File: src/rtl/bin_to_bcd_seq.sv
`default_nettype none
// ============================================================================
// Module      : bin_to_bcd_seq
// Description : Sequential double-dabble binary-to-BCD converter. Converts a
//               WIDTH-bit value (unsigned or two's complement) into DIGITS
//               packed BCD nibbles plus a sign flag. The result is held
//               stable between conversions for the display scanner.
// Revision    : 1.0 - initial release
// ============================================================================
module bin_to_bcd_seq #(
    parameter int WIDTH  = 8,
    parameter int DIGITS = 3
) (
    input  logic                  clk,
    input  logic                  reset,
    input  logic                  start,
    input  logic                  signed_mode,
    input  logic [WIDTH-1:0]      value_in,
    output logic                  busy,
    output logic                  done,
    output logic                  neg,
    output logic [4*DIGITS-1:0]   bcd_out
);

    localparam int c_bcd_w = 4 * DIGITS;
    localparam int c_sr_w  = c_bcd_w + WIDTH;
    localparam int c_cnt_w = $clog2(WIDTH + 1);

    typedef enum logic [1:0] {
        S_IDLE  = 2'd0,
        S_SHIFT = 2'd1,
        S_DONE  = 2'd2
    } state_t;

    state_t               r_state;
    logic [c_sr_w-1:0]    r_sr;        // {bcd digits, remaining magnitude bits}
    logic [c_cnt_w-1:0]   r_count;
    logic                 r_sign;
    logic                 r_busy;
    logic                 r_done;
    logic                 r_neg;
    logic [c_bcd_w-1:0]   r_bcd_out;

    logic                 w_sign_in;
    logic [WIDTH-1:0]     w_mag_in;
    logic [c_bcd_w-1:0]   w_adj;
    logic [c_sr_w-1:0]    w_cat;
    logic [c_sr_w-1:0]    w_shift;

    // Sign/magnitude split at capture; 0x80 in signed mode yields magnitude 128.
    assign w_sign_in = signed_mode & value_in[WIDTH-1];
    assign w_mag_in  = w_sign_in ? (~value_in + WIDTH'(1)) : value_in;

    // Add-3 correction on every nibble >= 5, all from pre-shift values.
    for (genvar d = 0; d < DIGITS; d++) begin : g_adj
        assign w_adj[4*d +: 4] = (r_sr[WIDTH + 4*d +: 4] >= 4'd5)
                               ? (r_sr[WIDTH + 4*d +: 4] + 4'd3)
                               : r_sr[WIDTH + 4*d +: 4];
    end

    assign w_cat   = {w_adj, r_sr[WIDTH-1:0]};
    assign w_shift = w_cat << 1;

    // Control FSM with conversion datapath and registered outputs.
    always_ff @(posedge clk) begin
        if (reset) begin
            r_state   <= S_IDLE;
            r_sr      <= '0;
            r_count   <= '0;
            r_sign    <= 1'b0;
            r_busy    <= 1'b0;
            r_done    <= 1'b0;
            r_neg     <= 1'b0;
            r_bcd_out <= '0;
        end else begin
            case (r_state)
                S_IDLE: begin
                    r_done <= 1'b0;
                    if (start) begin
                        r_sr    <= {{c_bcd_w{1'b0}}, w_mag_in};
                        r_sign  <= w_sign_in;
                        r_count <= '0;
                        r_busy  <= 1'b1;
                        r_state <= S_SHIFT;
                    end
                end
                S_SHIFT: begin
                    r_sr    <= w_shift;
                    r_count <= r_count + c_cnt_w'(1);
                    if (r_count == c_cnt_w'(WIDTH - 1)) begin
                        // Final shift: publish the result as DONE is entered.
                        r_bcd_out <= w_shift[c_sr_w-1:WIDTH];
                        r_neg     <= r_sign;
                        r_done    <= 1'b1;
                        r_state   <= S_DONE;
                    end
                end
                S_DONE: begin
                    r_done  <= 1'b0;
                    r_busy  <= 1'b0;
                    r_state <= S_IDLE;
                end
                default: begin
                    r_state <= S_IDLE;
                end
            endcase
        end
    end

    assign busy    = r_busy;
    assign done    = r_done;
    assign neg     = r_neg;
    assign bcd_out = r_bcd_out;

endmodule
`default_nettype wire

File: config.mk
export PLATFORM = sky130hd
export DESIGN_NAME = bin_to_bcd_seq
export DESIGN_NICKNAME = d
export VERILOG_FILES = /design/src/rtl/bin_to_bcd_seq.sv
export SDC_FILE = /design/constraint.sdc
export NUM_CORES = 1
export LEC_CHECK = 0
export CORE_ASPECT_RATIO = 0.8
export CORE_MARGIN = 5
export CORE_UTILIZATION = 40
export DETAILED_ROUTE_END_ITERATION = 12
export PLACE_DENSITY = 0.6
export SLEW_MARGIN = 30
export SYNTH_ARGS = -nofsm -noshare
export SYNTH_HDL_FRONTEND = slang
export SYNTH_SLANG_ARGS = --single-unit
File: constraint.sdc
create_clock -name clk -period 2.6 [get_ports clk]
set_clock_uncertainty 0.05 [all_clocks]
set_input_delay 0.52 -clock clk [delete_from_list [all_inputs] [get_ports clk]]
set_output_delay 0.52 -clock clk [all_outputs]
set_load 0.01 [all_outputs]
Word level (Yosys, flattened, before mapping) --
Cells that the tools add are included.
Storage, ports and cells: word-level logic and storage cells 49, register bits 42
Cells by class: bitwise gates (word level) 2, equal/unequal tests 5, magnitude comparators 3, reductions and logical operators 11, mux-type cells 15, add/subtract/negate cells 5
Operators by type and width (number):
- $pmux W20 S2 | 1
- $mux W20 | 1
- $ge A4 B3 Y1 const B | 3
- $mux W4 | 3
- $reduce_and A2 Y1 | 6
- $add A4 B2 Y4 const B | 2
- $add A8 B1 Y8 const B | 1
- $mux W8 | 1
- $not A8 Y8 | 1
- $pmux W4 S2 | 1
- $reduce_bool A2 Y1 | 3
- $add A4 B1 Y4 const B | 1
- $eq A4 B3 Y1 const B | 1
- $mux W2 | 2
- $ne A2 B2 Y1 const B | 2
- $pmux W1 S2 | 2
- $pmux W2 S2 | 1
- $add A3 B2 Y3 const B | 1
- $mux W3 | 1
- $eq A2 B1 Y1 const B | 1
- $eq A2 B2 Y1 const B | 1
- $logic_not A2 Y1 | 1
- $mux W1 | 2
- $reduce_or A2 Y1 | 1
- $and A1 B1 Y1 | 1

Logic depth before layout (Yosys ltp) --
depth after elaboration 5, depth in mapped cells 6

Worst setup path after synthesis --
No wires, ideal clock.
kind in2reg, from input value_in[1], to register r_sr[7], path buffers 0, data required time 2.462 ns, data arrival time 1.649 ns, path slack 0.813 ns, cell stages on the path 4, cells stage by stage or3_4 or3_1 o31a_1 o32ai_2
On the way: cells in the longest elaborated chain, start to end 5
RTL lines:
- start: declaration | RTL line 18 | input logic [WIDTH-1:0] value_in,
- $not A8 Y8 | RTL line 52 | assign w_mag_in = w_sign_in ? (~value_in + WIDTH'(1)) : value_in;
- $add A8 B1 Y8 | RTL line 52
- $mux W8 | RTL line 52
- $mux W20 | RTL line 79 | if (start) begin
- $pmux W20 S2 | RTL line 76 | case (r_state)
- end signal: assignment | RTL line 80 | r_sr <= {{c_bcd_w{1'b0}}, w_mag_in};
- end signal: assignment | RTL line 88 | r_sr <= w_shift;
- end: declaration | RTL line 36 | logic [c_sr_w-1:0] r_sr;
No other way between the ends. The select of a mux whose other input is x is not followed. A chain may end at the register's enable or synchronous reset.

Worst setup path after layout --
Ends and elaborated chain as after synthesis.

==> impl_metrics.ini <==
[run_status]
status = finished, final reports clean

[grt]
grt_first_pass_wirelength_mm = 6.817
grt_pass1_vias = 1434
grt-ovfl-total = 0
antenna_found_initial = 0
grt_usage_pct = 13.57
grt_max_degree = 15
met3_usage_pct = 3.405
use_met2_pct = 17.56
gr-max-usage-layer = met1
grt_use_met1_pct = 21.09

[detailed_routing]
vias_per_cell = 5.213
drt-total-wl_mm = 4.146
antenna_left = 0
remaining_drc_errors = 0
vias = 1564
drt-pass1-iter-count = 4
drtIter0Drc = 85
wl_per_cell_um = 13.82

[cells_and_area]
antennaDiodeCount = 0
final_common_cell = dfxtp_1
stdcell_count = 300
final_util_pct = 52.08
fillCellCount = 442
drive_gt1_share_pct = 11.25
final_nets = 259
synthToLayoutAreaGrowth_pct = 24.92
mostFrequentLayoutCells = dfxtp_1 (42), clkdlybuf4s50_1 (26), nor2_1 (18)

[synthesis]
synth_edf_count = 0
synth_top_cell_by_area = dfxtp_1
ys_top_cells_by_area = dfxtp_1 (44%), ha_1 (5.2%), nor3b_1 (4.3%)
synth_compound_area_share_pct = 23.17
synth_fa_ha_area_share_pct = 5.191
synth_flop_cell = dfxtp_1
synth_top_family_by_area = compound AO/OA/AOI/OAI gates
syn-cell-area_mm2 = 0.001928
synth_mux_area_share_pct = 3.764
syn-num-nets = 225
yosys_warnings = 0
synth_cells = 205
yosysTopAreaCellShare_pct = 43.61
synthSimpleGateAreaFrac_pct = 16.42
syn_area_per_cell_um2 = 9.405
async_reset_ff_share_pct = 0
synth.distinct_cells = 38
synth_xor_area_share_pct = 3.634
seq_area_frac_synth_pct = 43.61
ys_ff_latch = 42

[sta]
rsz0062_at_grt = no
tightest_slew_ns = 0.3733
hold_violations = 0
setup_violations = 0
setup_tns_ns = 0
min_period_ns = 2.006
drv_slew = 0
fmaxAchievable_mhz = 498.5
slew_headroom_pct = 74.80
fin_crit_sh_pct = 77.16

[place]
place.gp.congestion = 0.7735
numPlacedInstances = 292
port_buffers = 26
dp_hpwl_mm = 3.077

[worst_setup_path]
crit_required_ns = 2.75
crit_family = simple AND/OR/NAND/NOR gates
end_kind = register
cp_num_buf_inv = 1
cp_cell_sequence = clkdlybuf4s50_1, or3_4, or3_1, o31a_1, o32ai_2
worstSetupPathType = input port to register
cp_slowest_cell = clkdlybuf4s50_1
arrival_ns = 2.16
startpoint_type = input port
slowest_delay_ns = 0.44
cp_max_fo = 3

[clock_network]
cts_resized = 0
cts.reportedPaths.clkPinSlew_ns = 0.08
cts.sinks = 42
insertion_delay_ns = 0.29
cts_tree = done
cts_max_level = 2
numCtsBuffers = 5
postCtsHoldBufs = 0
cts_setup_buffers = 0
clk_path_buf_depth = 2
cts-root-buf = clkbuf_8

[power_and_ir_drop]
irDropWorstVdd_mv = 0.2730
p_leak_nw = 0.8846
p_per_area_mw_per_mm2 = 541.8

[die]
die_h_um = 72.10
num_io_pins = 27
coreArea_mm2 = 0.004624
dieWidth_um = 87.62
core.rowCount = 22
start_util_pct = 41.69
dieArea_mm2 = 0.006317

[run]
max-cap-violations = 0

[min_path]
worstHoldPathType = register to register
## power breakdown
part / total, mW / switching, mW / leakage (nW) / internal, mW
Sequential: 0.671 / 0.0121 / 0.340 / 0.659
Clock: 0.503 / 0.216 / 0.0524 / 0.287
Combinational: 0.131 / 0.0689 / 0.492 / 0.0617
## through the flow
| stage | cell area (um^2) | worst slack, ns | power, mW | hold WS [ns] |
|---|---|---|---|---|
| global route | 2409 | 0.5516 | 1.360 | 0.4546 |
| global placement | 2302 | 0.3156 | 0.8176 | 0.3980 |
| CTS | 2409 | 0.6001 | 1.317 | 0.4115 |
| finish | 2409 | 0.5940 | 1.305 | 0.4075 |
| detailed placement | 2302 | 0.2848 | 0.8168 | 0.4000 |
| floorplan | 1928 | 0.8127 | 0.7578 | 0.3760 |
## area by class of cell
type | count | area (um^2) | area share [%]
multi-input combinational | 142 | 1006 | 41.77
sequential | 42 | 840.8 | 34.91
inverter | 12 | 45.04 | 1.870
clock buffer | 7 | 76.32 | 3.169
clock inverter | 1 | 30.03 | 1.247
timing repair buffer | 36 | 335.3 | 13.92
tap | 60 | 75.07 | 3.117
## synth_stat cells, types with 2 or more instances
library cell,instances
a211oi_1,6
a21oi_1,13
a222oi_1,2
a22o_1,6
a22oi_1,6
a31o_2,5
a32o_1,3
buf_2,2
clkbuf_1,7
dfxtp_1,42
ha_1,8
inv_1,12
mux2_2,2
mux2i_1,5
nand2_1,5
nand2b_1,8
nand3_1,4
nand3b_1,2
nor2_1,18
nor2b_1,2
nor3b_1,11
o21ai_0,5
o22ai_1,8
o31ai_1,3
xnor2_1,6
xor2_1,2
## metal layers
metal  vias to the layer above  wire length (um)
li1                        816                 -
met1                       717              2243
met2                        26              1701
met3                         5               156
met4                         0                44
met5                         -                 0
## worst reg2reg max path: cells and delay by family, from the launching register on
kind / cells / cell delay (ns)
AO/OA/AOI/OAI: 1 / 0.20
adder cells (fa/ha/maj): 1 / 0.22
buffers and inverters: 1 / 0.27
flip-flops: 1 / 0.39
AND/OR/NAND/NOR: 3 / 0.51
## worst paths after layout
check	depth (start not counted)	from	endpoint	slack, ns
worst min register to register	2	r_sign$_SDFFE_PP0P_	r_sign$_SDFFE_PP0P_	0.41
worst max-delay path	5	value_in[1]	r_sr[7]$_SDFFE_PP0P_	0.59
worst max register to register	6	r_count[0]$_SDFFE_PP0P_	bcd_out[5]$_SDFFE_PP0P_	0.85
worst min-delay path	2	r_sign$_SDFFE_PP0P_	r_sign$_SDFFE_PP0P_	0.41
## flip-flops by register name, indices dropped and copies added, names as in the netlist
signal and count:
done 1, r_sign 1, r_count 4, bcd_out 12, r_sr 20, busy 1
neg 1, r_state 2
## logic make-up after synthesis
family                     Yosys count
buffers and inverters               21
adders and majority gates            8
and+or+nand+nor                     57
muxes                                7
xor gates and xnor gates             8
DFF                                 42
AOI/OAI and AO/OA                   62
Power figures use the tool's default switching activity.
